**config.mk**
```make
export PLATFORM = sky130hd
export DESIGN_NAME = regfile_sb
export DESIGN_NICKNAME = d
export VERILOG_FILES = /design/src/rtl/regfile_sb.sv
export SDC_FILE = /design/constraint.sdc
export NUM_CORES = 2
export LEC_CHECK = 0
export BUFFER_PORTS_ARGS = -buffer_cell sky130_fd_sc_hd__clkbuf_2
export CAP_MARGIN = 10
export CORE_UTILIZATION = 38
export CTS_CLUSTER_DIAMETER = 120
export DETAILED_ROUTE_END_ITERATION = 8
export GPL_TIMING_DRIVEN = 0
export PLACE_DENSITY = 0.52
export SLEW_MARGIN = 40
export SYNTH_ARGS = -nofsm -noshare
export SYNTH_HDL_FRONTEND = slang
export SYNTH_SLANG_ARGS = --single-unit
```
**constraint.sdc**
```tcl
create_clock -name clk_i -period 68.2 [get_ports clk_i]
set_input_delay 13.64 -clock clk_i [delete_from_list [all_inputs] [get_ports clk_i]]
set_output_delay 13.64 -clock clk_i [all_outputs]
set_load 0.02 [all_outputs]
```
**src/rtl/regfile_sb.sv**
```systemverilog
// Two-read/one-write register file with a hard-zero index, optional write-to-read
// bypass and a per-register pending-write scoreboard for the hazard unit.
module regfile_sb #(
    parameter int WIDTH    = 64,
    parameter int ADDR_W   = 5,
    parameter int ZERO_REG = 31,
    parameter int BYPASS   = 1,
    localparam int DEPTH   = 2 ** ADDR_W
) (
    input  logic              clk_i,
    input  logic              rst_i,
    input  logic [ADDR_W-1:0] ra_i,
    input  logic [ADDR_W-1:0] rb_i,
    output logic [WIDTH-1:0]  busA_o,
    output logic [WIDTH-1:0]  busB_o,
    output logic              busyA_o,
    output logic              busyB_o,
    input  logic              regWr_i,
    input  logic [ADDR_W-1:0] rw_i,
    input  logic [WIDTH-1:0]  busW_i,
    input  logic              issue_i,
    input  logic [ADDR_W-1:0] issueRd_i,
    output logic [DEPTH-1:0]  pending_o
);

    localparam logic [ADDR_W-1:0] ZERO_IDX  = ADDR_W'(ZERO_REG);
    localparam bit                BYPASS_EN = (BYPASS != 0);

    logic [WIDTH-1:0] regFile_q [DEPTH];
    logic [DEPTH-1:0] pending_q;
    logic [DEPTH-1:0] pending_d;
    logic             writeEn;
    logic             issueSet;
    logic             bypassA;
    logic             bypassB;

    assign writeEn  = regWr_i && (rw_i != ZERO_IDX);
    assign issueSet = issue_i && (issueRd_i != ZERO_IDX);

    // The zero register is never written, so writeEn already excludes it from bypass.
    assign bypassA = BYPASS_EN && writeEn && (rw_i == ra_i);
    assign bypassB = BYPASS_EN && writeEn && (rw_i == rb_i);

    always_ff @(negedge clk_i or posedge rst_i) begin
        if (rst_i) begin
            for (int i = 0; i < DEPTH; i++) begin
                regFile_q[i] <= '0;
            end
        end else if (writeEn) begin
            regFile_q[rw_i] <= busW_i;
        end
    end

    // Set is applied after clear so a new producer wins over the retiring one.
    always_comb begin
        pending_d = pending_q;
        if (writeEn) begin
            pending_d[rw_i] = 1'b0;
        end
        if (issueSet) begin
            pending_d[issueRd_i] = 1'b1;
        end
    end

    always_ff @(negedge clk_i or posedge rst_i) begin
        if (rst_i) begin
            pending_q <= '0;
        end else begin
            pending_q <= pending_d;
        end
    end

    always_comb begin
        busA_o = '0;
        if (!rst_i && (ra_i != ZERO_IDX)) begin
            busA_o = bypassA ? busW_i : regFile_q[ra_i];
        end
    end

    always_comb begin
        busB_o = '0;
        if (!rst_i && (rb_i != ZERO_IDX)) begin
            busB_o = bypassB ? busW_i : regFile_q[rb_i];
        end
    end

    // A register being retired through the bypass is no longer a hazard this cycle.
    always_comb begin
        busyA_o = 1'b0;
        busyB_o = 1'b0;
        if (!rst_i) begin
            busyA_o = (ra_i != ZERO_IDX) && pending_q[ra_i] && !bypassA;
            busyB_o = (rb_i != ZERO_IDX) && pending_q[rb_i] && !bypassB;
        end
    end

    assign pending_o = pending_q;

endmodule

```
==> results.sh <==
export IMPL_outcome="finished, final reports clean"
export IMPL_dp_cells=12100
export IMPL_synth_seq_cells=2080
export IMPL_initial_utilization=0.383
export IMPL_p_total_w=0.00399
export IMPL_cts_tree="yes"
export IMPL_grt_setup_unrepaired="false"
export IMPL_cts_inserted_buffers=241
export IMPL_globalRouteOverflowTotal=0
export IMPL_hold_viol=0
export IMPL_seq_area_frac_synth=0.467
export IMPL_drc=0
export IMPL_netlist_area_sq_mm=0.111
export IMPL_syn_num_nets=7771
export IMPL_post_cts_setup_buffer_count=0
export IMPL_power_frac_comb=0.243
export IMPL_p_int_w=0.00271
export IMPL_drive_gt1_frac=0.515
export IMPL_utilization=0.457
export IMPL_critical_path_cell_chain="mux2i_1 -> a221oi_2 -> a22oi_1 -> a21o_1 -> a211oi_2 -> clkbuf_2"
export IMPL_p_leak_nw=58.4
export IMPL_syn_area_per_cell_sq_um=14.5
export IMPL_power_density_mw_per_mm2=30.0
export IMPL_p_seq_frac=0.422
export IMPL_wl_per_cell_um=55.6
export IMPL_grt_pass1_wl_mm=894
export IMPL_slew_headroom=0.286
export IMPL_setup_viol=0
export IMPL_antenna_left=0
export IMPL_synth_edf_count=0
export IMPL_tightest_slew_ps=1060
export IMPL_core_area_sq_mm=0.291
export IMPL_fin_nets=8515
export IMPL_gp_congestion=1.08
export IMPL_cts_max_level=4
export IMPL_num_vias=93900
export IMPL_num_rows=198
export IMPL_pwr_share_clk=0.335
export IMPL_clock_latency_ps=870
export IMPL_cp_start_kind="register"
export IMPL_dp_hpwl_mm=505
export IMPL_ir_drop_uv=24.2
export IMPL_synth_cells=7683
export IMPL_groute_usage_overall=0.470
export IMPL_antenna_found_initial=116
export IMPL_hold_class="register to register"
export IMPL_clkSinkCount=2080
export IMPL_worstPathRequired_ps=54560
export IMPL_yosys_warnings=0
export IMPL_fin_worst_skew_ps=0
export IMPL_die_h_um=543
export IMPL_ctsHoldBuffers=0
export IMPL_worstPathArrival_ps=38010
export IMPL_slowest_delay_ps=810
export IMPL_totalWireLength_mm=705
export IMPL_async_reset_ff_frac=1.00
export IMPL_ctsLongestPathBuffers=4
export IMPL_io_pins=250
export IMPL_end_kind="output pin"
export IMPL_critical_path_class="register to output pin"
export IMPL_viasPerCell=7.41
export IMPL_synthDistinctLibCells=57
export IMPL_grt_max_degree=27
export IMPL_swShare=0.321
export IMPL_fin_tns_setup_ps=0
export IMPL_ys_flop_type="dfrtn_1"
export IMPL_drv_slew=0
export IMPL_p_sw_w=0.00128
export IMPL_root_buffer="clkbuf_16"
export IMPL_area_delta_synth_final_pct=19.5
export IMPL_cp_slowest_cell="a221oi_2"
export IMPL_first_iter_violations=16300
export IMPL_maxCapViolations=0
export IMPL_post_cts_resized=0
export IMPL_die_w_um=543
export IMPL_worstPathMaxFanout=4
export IMPL_dr_pass1_iters=9
export IMPL_fin_cells=12700
export IMPL_dieArea_sq_mm=0.295
export IMPL_first_global_vias=86600
export IMPL_io_buffers=239
export IMPL_hold_slack_ps=425
export IMPL_clkTransAtPathRegs_ps=50
[worst max-delay path, delay by kind of cell (launching register included)]
family / cells / cell delay (ps)
DFF: 1 / 470
buffers and inverters: 1 / 300
AOI/OAI and AO/OA: 4 / 2000
muxes: 1 / 230
[power by group through the flow]
stage                     Clock [W]  Sequential, W  Combinational, W
after global routing        0.00137        0.00171          0.000975
after detailed placement          0        0.00169          0.000923
final                       0.00134        0.00168          0.000970
after global placement            0        0.00169          0.000862
after floorplan                   0        0.00164          0.000579
after CTS                   0.00133        0.00167          0.000926
[synthesized netlist by cell type (all sizes together) (2+ instances only)]
library cell | n | share of area
and3 | 10 | 0.00056
buf | 354 | 0.018
a22o | 22 | 0.0017
xnor2 | 9 | 0.00071
or3 | 4 | 0.00022
a21o | 8 | 0.00054
nand4 | 2 | 0.00011
mux2 | 1986 | 0.20
a221oi | 56 | 0.0044
nand3 | 20 | 0.0010
nor3 | 45 | 0.0020
o31ai | 5 | 0.00034
o21ai | 101 | 0.0045
nand4b | 3 | 0.00024
a31oi | 10 | 0.00056
o32a | 3 | 0.00027
or3b | 2 | 0.00016
a41oi | 2 | 0.00016
a21oi | 175 | 0.0079
a211o | 38 | 0.0030
nor3b | 7 | 0.00047
o21a | 17 | 0.0011
o31a | 6 | 0.00047
mux2i | 590 | 0.053
o211ai | 6 | 0.00040
nor2 | 44 | 0.0016
o221ai | 37 | 0.0029
nand2b | 14 | 0.00079
o211a | 5 | 0.00045
a22oi | 179 | 0.012
inv | 9 | 0.00030
dfrtn | 2080 | 0.47
nand2 | 92 | 0.0031
nor2b | 62 | 0.0035
nand3b | 6 | 0.00040
a221o | 91 | 0.0082
o22ai | 110 | 0.0062
and2 | 9 | 0.00051
clkbuf | 550 | 0.019
mux4 | 811 | 0.16
a211oi | 93 | 0.0063
or2 | 3 | 0.00017
[placed cells by master (no fill, tap or decap), drive strengths merged, types with 44 or more instances in the layout]
cell type and count:
dfrtn 2080, mux2 1986, clkbuf 1152, mux4 811, buf 616, mux2i 590, a22oi 179, a21oi 175
diode 158, o22ai 110, o21ai 101, a211oi 93, nand2 92, a221o 91, nor2b 62, a221oi 56
clkinv 46, nor3 45, nor2 44
[state kept, by name (all words and copies together) (netlist names)]
name	count
regFile_q	2048
pending_o	32
[metal layers]
metal,GRT usage,vias up,wire [um]
li1,-,31500,-
met1,0.533,49400,241000
met2,0.609,9838,274000
met3,0.263,3048,109000
met4,0.457,42,81000
met5,0.0104,-,464
[logic make-up (layout without fill, tap and decap cells)]
group,Yosys count,count (layout),synth area share
AO/OA/AOI/OAI,967,967,0.0618
multiplexers,3387,3387,0.418
flip-flops,2080,2080,0.467
XOR/XNOR,10,10,0.000787
other,0,158,0
AND/OR/NAND/NOR,326,326,0.0150
buffers and inverters,913,1840,0.0370
[per-stage QoR]
step                      worst slack [ps]  instance area [sq um]
after CTS                            16920                 133000
after floorplan                      -7710                 111000
after detailed placement             17390                 125000
after global placement              -20360                 117000
final                                16550                 133000
after global routing                 16680                 133000
[worst paths after layout]
path	to	from	slack (ps)	cells after the start
min in group asynchronous	regFile_q[442]$_DFFE_NP0P_	rst_i	46900	2
max in group asynchronous	regFile_q[1943]$_DFFE_NP0P_	rst_i	18380	15
hold / removal	regFile_q[53]$_DFFE_NP0P_	regFile_q[53]$_DFFE_NP0P_	420	1
setup reg to reg	pending_o[28]$_DFF_NP0_	pending_o[28]$_DFF_NP0_	67110	2
hold reg to reg	regFile_q[53]$_DFFE_NP0P_	regFile_q[53]$_DFFE_NP0P_	420	1
setup / recovery	busyA_o	pending_o[5]$_DFF_NP0_	16550	6
[final cells by class]
cell class	count	area (sq um)
tap	3900	4880
timing repair buffer	501	7470
fill	25900	158000
multi-input combinational	4690	55600
clock inverter	63	592
clock buffer	363	7180
antenna	158	395
inverter	9	37.5
sequential	2080	52000
buffer	904	4800
No activity file was read; power rests on OpenSTA's default activity.
